### config.mk
export PLATFORM = sky130hd
export DESIGN_NAME = chrono_ctrl
export DESIGN_NICKNAME = d
export VERILOG_FILES = /design/src/rtl/chrono_ctrl.sv
export SDC_FILE = /design/constraint.sdc
export NUM_CORES = 1
export LEC_CHECK = 0
export BUFFER_PORTS_ARGS = -buffer_cell sky130_fd_sc_hd__buf_2
export CORE_UTILIZATION = 55
export CTS_CLUSTER_SIZE = 12
export DETAILED_ROUTE_END_ITERATION = 8
export GPL_TIMING_DRIVEN = 0
export PLACE_DENSITY = 0.84
export SLEW_MARGIN = 20
export SYNTH_ARGS = -nofsm -noshare
export SYNTH_HDL_FRONTEND = slang
export SYNTH_SLANG_ARGS = --single-unit
### constraint.sdc
create_clock -name clock -period 3.75 [get_ports clock]
set_input_delay 0.75 -clock clock [delete_from_list [all_inputs] [get_ports clock]]
set_output_delay 0.75 -clock clock [all_outputs]
set_load 0.005 [all_outputs]
### src/rtl/chrono_ctrl.sv
// Stopwatch controller: prescaled seconds strobe, minute chaining off the seconds carry,
// start/stop/lap/clear sequencing from two buttons, lap capture and 59:59 rollover flag.
module chrono_ctrl #(
   parameter int TICK_DIV = 100000000
) (
   input  logic       clock,
   input  logic       reset,
   input  logic       btn_ss,
   input  logic       btn_lc,
   input  logic [5:0] sec_val,
   input  logic [5:0] min_val,
   input  logic       sec_carry,
   output logic       sec_pauza,
   output logic       min_pauza,
   output logic       cnt_reset,
   output logic [5:0] lap_sec,
   output logic [5:0] lap_min,
   output logic       lap_valid,
   output logic       running,
   output logic       ovf
);

   localparam int PW = $clog2(TICK_DIV);
   localparam logic [PW-1:0] PRESC_MAX = PW'(TICK_DIV - 1);

   typedef enum logic [1:0] {IDLE, RUN, STOP, CLEAR} state_t;

   state_t        state_reg, state_next;
   logic [PW-1:0] presc_reg, presc_next;
   logic          ss_q_reg, lc_q_reg, carry_q_reg;
   logic          sec_pauza_reg, min_pauza_reg, cnt_reset_reg;
   logic          cnt_reset_next;
   logic [5:0]    lap_sec_reg, lap_sec_next, lap_min_reg, lap_min_next;
   logic          lap_valid_reg, lap_valid_next;
   logic          running_reg, ovf_reg, ovf_next;
   logic          strobe, carry_evt;
   logic          ss_press, lc_press, carry_edge, rollover;

   assign ss_press   = btn_ss & ~ss_q_reg;
   assign lc_press   = btn_lc & ~lc_q_reg;
   assign carry_edge = sec_carry & ~carry_q_reg;
   assign rollover   = carry_edge && (min_val == 6'd59);

   always_ff @(posedge clock or posedge reset) begin
      if (reset) begin
         state_reg     <= IDLE;
         presc_reg     <= '0;
         ss_q_reg      <= 1'b1;
         lc_q_reg      <= 1'b1;
         carry_q_reg   <= 1'b0;
         sec_pauza_reg <= 1'b1;
         min_pauza_reg <= 1'b1;
         cnt_reset_reg <= 1'b0;
         lap_sec_reg   <= '0;
         lap_min_reg   <= '0;
         lap_valid_reg <= 1'b0;
         running_reg   <= 1'b0;
         ovf_reg       <= 1'b0;
      end else begin
         state_reg     <= state_next;
         presc_reg     <= presc_next;
         ss_q_reg      <= btn_ss;
         lc_q_reg      <= btn_lc;
         carry_q_reg   <= sec_carry;
         sec_pauza_reg <= ~strobe;
         min_pauza_reg <= ~carry_evt;
         cnt_reset_reg <= cnt_reset_next;
         lap_sec_reg   <= lap_sec_next;
         lap_min_reg   <= lap_min_next;
         lap_valid_reg <= lap_valid_next;
         running_reg   <= (state_next == RUN);
         ovf_reg       <= ovf_next;
      end
   end

   always_comb begin
      state_next     = state_reg;
      presc_next     = presc_reg;
      strobe         = 1'b0;
      carry_evt      = 1'b0;
      cnt_reset_next = 1'b0;
      lap_sec_next   = lap_sec_reg;
      lap_min_next   = lap_min_reg;
      lap_valid_next = lap_valid_reg;
      ovf_next       = ovf_reg;
      case (state_reg)
         IDLE: begin
            if (ss_press) begin
               state_next = RUN;
               presc_next = '0;
            end
         end
         RUN: begin
            carry_evt = carry_edge;
            // Leaving RUN on this edge freezes the prescaler so no partial tick is lost.
            if (rollover) begin
               ovf_next   = 1'b1;
               state_next = STOP;
            end else if (ss_press) begin
               state_next = STOP;
            end else begin
               if (presc_reg == PRESC_MAX) begin
                  presc_next = '0;
                  strobe     = 1'b1;
               end else begin
                  presc_next = presc_reg + PW'(1);
               end
               if (lc_press) begin
                  lap_sec_next   = sec_val;
                  lap_min_next   = min_val;
                  lap_valid_next = 1'b1;
               end
            end
         end
         STOP: begin
            carry_evt = carry_edge;
            if (rollover) begin
               ovf_next = 1'b1;
            end else if (ss_press) begin
               state_next = RUN;
            end else if (lc_press) begin
               state_next     = CLEAR;
               cnt_reset_next = 1'b1;
               lap_sec_next   = '0;
               lap_min_next   = '0;
               lap_valid_next = 1'b0;
               ovf_next       = 1'b0;
               presc_next     = '0;
            end
         end
         CLEAR: begin
            state_next = IDLE;
         end
         default: begin
            state_next = IDLE;
         end
      endcase
   end

   assign sec_pauza = sec_pauza_reg;
   assign min_pauza = min_pauza_reg;
   assign cnt_reset = cnt_reset_reg;
   assign lap_sec   = lap_sec_reg;
   assign lap_min   = lap_min_reg;
   assign lap_valid = lap_valid_reg;
   assign running   = running_reg;
   assign ovf       = ovf_reg;

endmodule

==> results of run 1 <==
==> worst max-delay path, cell delays in order, from the launching register on <==
cell      delay [ps]
dfrtp_1          420
inv_1             90
ha_1             200
clkbuf_1         190
a221oi_1         520
o21ai_1          320
clkbuf_1         290
clkbuf_1         280
o31ai_1          330
a21oi_1          110
==> cell usage in the layout, fill, tap and decap left out, drive strengths merged, types with 8 or more instances in the layout <==
master   n
a21oi   17
buf     39
clkbuf  17
dfrtp   46
inv      9
nand2   31
nand2b  16
nand3    8
nor2    12
o21ai   25
o31ai   18
or4     15
==> where the power goes <==
group          switching [mW]  internal (mW)
logic                   0.274          0.164
clock network           0.178          0.132
registers              0.0538          0.634
total                   0.505          0.929
==> layer usage <==
| layer | vias to the layer above | global-route usage (%) | share of wire, % |
|---|---|---|---|
| li1 | 1082 | - | - |
| met1 | 1069 | 32.5 | 46 |
| met2 | 66 | 39.7 | 48 |
| met3 | 9 | 5.77 | 4.5 |
| met4 | 0 | 7.94 | 1.3 |
| met5 | - | 0 | 0 |
==> final timing paths <==
check	slack, ps	to	start
min in group clock	480	lap_min[2]	lap_min[2]
worst min register to register	480	lap_min[2]	lap_min[2]
worst min-delay path	470	presc_reg[10]	reset
worst max-delay path	880	presc_reg[23]	state_reg[0]
max in group asynchronous	2680	sec_pauza	reset
worst max register to register	880	presc_reg[23]	state_reg[0]
==> logic make-up after synthesis <==
family / count (synthesis) / share of synthesized area (%)
xor gates and xnor gates: 3 / 1.02
and+or+nand+nor: 115 / 25.2
AOI/OAI and AO/OA: 74 / 18.4
muxes: 1 / 0.388
adders and majority gates: 5 / 2.42
DFF: 50 / 48.7
buffers and inverters: 24 / 3.93
==> final cells by class <==
class / instances / area [um^2]
fillers: 367 / 1520
flip-flops and latches: 50 / 1260
multi-input cells: 198 / 1220
repair buffers: 35 / 190
clock buffers: 6 / 72.6
plain buffers: 15 / 67.6
well taps: 52 / 65.1
inverters: 9 / 33.8
clock inverters: 2 / 13.8
==> stage by stage <==
stage / utilization (%) / hold slack [ps] / total power [mW]
after floorplan: - / 430 / 0.961
after global placement: 63.3 / 449 / 1.12
after detailed placement: 63.8 / 457 / 1.14
after CTS: 65.7 / 485 / 1.44
after global routing: 65.7 / 508 / 1.53
final: 65.7 / 474 / 1.43
==> flow_summary.toml, run 1 <==
[job]
cap_violations = 0

[global_routing]
antenna_found_initial = 0
grt_pass1_vias = 2185
grt_pass1_wl_um = 9660
grt-ovfl-total = 0
grt_max_degree = 27
grt_usage_pct = 24.5

[pwr]
p_per_area_nw_per_um2 = 491
power_leakage_nw = 1.25
ir_drop_v = 0.000269

[critical_path]
critical_path_class = "reg -> reg"
cp-end-kind = "register"
worstPathRequired_ps = 3930
cp-start-kind = "register"
r2r_cells = 9
critical_path_arrival_ps = 3050
crit_fanout = 10

[clocking]
clock_path_buffers = 2
clk_pin_slew_worst_paths_ps = 90
holdBufCountCts = 0
cts_buffers = 5
cts_tree = "done"
h-tree-depth = 2
post-cts-setup-buffer-count = 0
cts-resized-gates = 0
clock_sinks = 50
worstSkewPairLatency_ps = 300
cts_root_buf = "clkbuf_8"

[detailed_routing]
final_antenna_net_count = 0
wl_per_cell_um = 15.0
route.detailed.drc = 10
detail_route.vias_per_cell = 6.07
vias = 2226
drt-initial-drc-count = 115
finalWirelength_um = 5490
drt_first_pass_iters = 6

[floorplanning]
row_count = 24
start_util_pct = 58.1
die_w_um = 70.5
coreArea_um2 = 4440
die_h_um = 70.5
die-area_um2 = 4970
io_pins = 35

[cells_and_area]
largest_register_ffs = 27
syn2layout_area_growth_pct = 13.2
design_area_um2 = 2920
finalNonFillerCells = 367
drive_above_1_share_pct = 18.1
final_net_count = 336
diodes = 0

[timing]
slew_headroom_pct = 51.8
setup_ws_ps = 878
finClkSkew_ps = 3.44
hold_viol_final = 0
rsz0062_at_grt = "false"
setup_violations = 0
slew_violations = 0
setup-tns-final_ps = 0
tightest_slew_ps = 715
max_freq_mhz = 348
period_share_pct = 76.6
period_minus_slack_ps = 2870

[place]
pre_cts_slack_ps = 629
dp_cells = 359
gp_congestion = 0.815
placed_area_um2 = 2840
place_hpwl_um = 3980
io_buffers = 34

[logic_synthesis]
yosysSeqAreaShare_pct = 48.7
yosysTopAreaCell = "dfrtp_1"
yosys-top-cells-area = "dfrtp_1 45%, o31ai_1 5.2%, o21ai_0 4.7%"
yosysWarnings = 0
synth_ff_type = "dfrtp_1"
synth-edff-count = 0
synthesis.nets = 294
yosysTopAreaCellShare_pct = 44.6
synthTopCellsByCount = "46 x dfrtp_1, 31 x nand2_1, 24 x o21ai_0"
synth_area_um2 = 2580
synthDistinctLibCells = 45
synthArstFlopShare_pct = 100
syn_area_per_cell_um2 = 9.49
syn_inst = 272
ys_ff_latch = 50
yosysMostFrequentCell = "dfrtp_1"

[status]
status = "finished, violations left"
violations = "design-rule violations"

[worst_hold_path]
min_path_type = "in -> async"
Note: power is estimated with default switching activity, not from simulation.
==> run 2, diff against run 1 <==
clock period = 2.9 ns   (was 3.75 ns; I/O delays follow)
==> run 2 against run 1 <==
Effect of this change:
- the flow still finishes with violations (design-rule violations)
- fmax up 7.7%
- global-route usage unchanged
- total power up 30%
- clock power up 28%
- register-to-register slack worse by 640 ps
- utilization up 0.51 points
- sequential cell count unchanged
- combinational power up 34%
- largest cell class unchanged
- largest power group unchanged
==> flow_summary.toml, run 2 (synthesis gave the netlist of run 1 again) <==
[timing]
hold_viol_final = 0
setup_violations = 0
rsz0062_at_grt = "false"
setup_ws_ps = 234
tightest_slew_ps = 543
period_minus_slack_ps = 2670
period_share_pct = 91.9
slew_violations = 0
finClkSkew_ps = 6.85
slew_headroom_pct = 63.7
max_freq_mhz = 375

[worst_hold_path]
min_path_type = "in -> async"

[clocking]
h-tree-depth = 2
worstSkewPairLatency_ps = 310
cts_tree = "done"
clock_sinks = 50
cts_root_buf = "clkbuf_8"
clock_path_buffers = 2
clk_pin_slew_worst_paths_ps = 90
cts_buffers = 5
holdBufCountCts = 0

[floorplanning]
die_h_um = 70.5
die_w_um = 70.5
row_count = 24
coreArea_um2 = 4440
start_util_pct = 58.1
io_pins = 35
die-area_um2 = 4970

[critical_path]
crit_buf_inv = 2
crit_path_top_delay_cell = "o41ai_4"
cp-start-kind = "register"
crit_top_cell = "buf_2"
crit_chain = "ha_1 > nand3_1 > or3_1 > o41ai_4 > nor2b_1 > buf_2 > buf_2 > nor2_1"
slowest_delay_ps = 510
cp-end-kind = "register"
critical_path_arrival_ps = 2860
worstPathRequired_ps = 3090
critical_path_class = "reg -> reg"
crit_fanout = 10
crit_family = "simple AND/OR/NAND/NOR gates"

[global_routing]
grt-ovfl-total = 0
met1_usage_pct = 32.5
antenna_found_initial = 0
grt_busiest_layer = "met2"
grt_pass1_wl_um = 9660
grt_usage_pct = 24.5
use_met2_pct = 39.7
grt_pass1_vias = 2185
grt_max_degree = 27
met3_usage_pct = 5.77

[status]
status = "finished, violations left"
violations = "design-rule violations"

[pwr]
p_seq_share_pct = 47.5
p_int_mw = 1.21
power_leakage_nw = 1.27
p_sw_mw = 0.658
ir_drop_v = 0.000355
combPwrFrac_pct = 31.3
p_per_area_nw_per_um2 = 635
pwr-share-clk_pct = 21.2
swShare_pct = 35.2

[cells_and_area]
layout_common_cells = "46 x dfrtp_1, 37 x buf_2, 31 x nand2_1, 24 x o21ai_0, 18 x o31ai_1"
final_common_cell = "dfrtp_1"
finalNonFillerCells = 367
syn2layout_area_growth_pct = 14.1
diodes = 0
largest_register_ffs = 27
final_net_count = 336
fill_cells = 360
design_area_um2 = 2940
drive_above_1_share_pct = 19.0

[detailed_routing]
vias = 2214
drt_first_pass_iters = 6
route.detailed.drc = 10
finalWirelength_um = 5540
detail_route.vias_per_cell = 6.03
final_antenna_net_count = 0
drt-initial-drc-count = 122
wl_per_cell_um = 15.1

[place]
place_hpwl_um = 3980
pre_cts_slack_ps = -50.8
dp_cells = 359
placed_area_um2 = 2840
io_buffers = 34
gp_congestion = 0.815

[job]
cap_violations = 0
[run 2: cell types whose count changed in the layout (fill, tap and decap cells not counted)]
cell      change
o41ai_4       +1
a221oi_1      -1
o21ai_2       +1
a221oi_2      +1
o41ai_2       -1
clkbuf_2      +1
clkbuf_1      -1
o21ai_1       -1
[run 2: per-stage QoR]
| stage | hold WS [ps] | utilization, % | TNS [ps] | total power [mW] |
|---|---|---|---|---|
| 6_report | 309 | 66.2 | 0 | 1.87 |
| 2_1_floorplan | 430 | - | 0 | 1.24 |
| 4_1_cts | 324 | 65.7 | 0 | 1.86 |
| 5_1_grt | 354 | 66.2 | 0 | 2.00 |
| 3_3_place_gp | 449 | 63.3 | -13.9 | 1.44 |
| 3_5_place_dp | 457 | 63.8 | -219 | 1.47 |
[run 2: power groups by stage]
stage / Sequential, mW / Combinational, mW / Clock [mW]
4_1_cts: 0.889 / 0.567 / 0.408
6_report: 0.888 / 0.585 / 0.397
2_1_floorplan: 0.907 / 0.335 / 0
3_3_place_gp: 0.895 / 0.547 / 0
5_1_grt: 0.905 / 0.656 / 0.439
3_5_place_dp: 0.903 / 0.566 / 0
[run 2: cell type report]
type	instances	area [um^2]	share of cell area, %
Buffer	15	68.8	2.34
Clock inverter	2	13.8	0.467
Timing Repair Buffer	35	190	6.46
Sequential cell	50	1260	42.7
Multi-Input combinational cell	198	1240	42.2
Clock buffer	6	72.6	2.46
Tap cell	52	65.1	2.21
Inverter	9	33.8	1.15
[run 2: final timing paths]
check / end / slack [ps] / cells after the start / start
min: presc_reg[21] / 310 / 2 / reset
max: presc_reg[12] / 230 / 8 / presc_reg[0]
min reg2reg: lap_min[2] / 480 / 2 / lap_min[2]
max reg2reg: presc_reg[12] / 230 / 8 / presc_reg[0]
min in group clock: ss_q_reg / 370 / 1 / btn_ss
max in group asynchronous: sec_pauza / 2000 / 3 / reset
[run 2: per-layer routing]
layer / vias up / part of all wire (%)
met5: - / 0
met4: 0 / 1.6
li1: 1083 / -
met2: 76 / 48
met3: 12 / 5.4
met1: 1043 / 45
[run 2: timing repair]
| action | 4_1_cts | 5_1_grt |
|---|---|---|
| setup buffers | 0 | 0 |
| gates resized for setup | 0 | 5 |
| setup endpoints to repair | 0 | 22 |
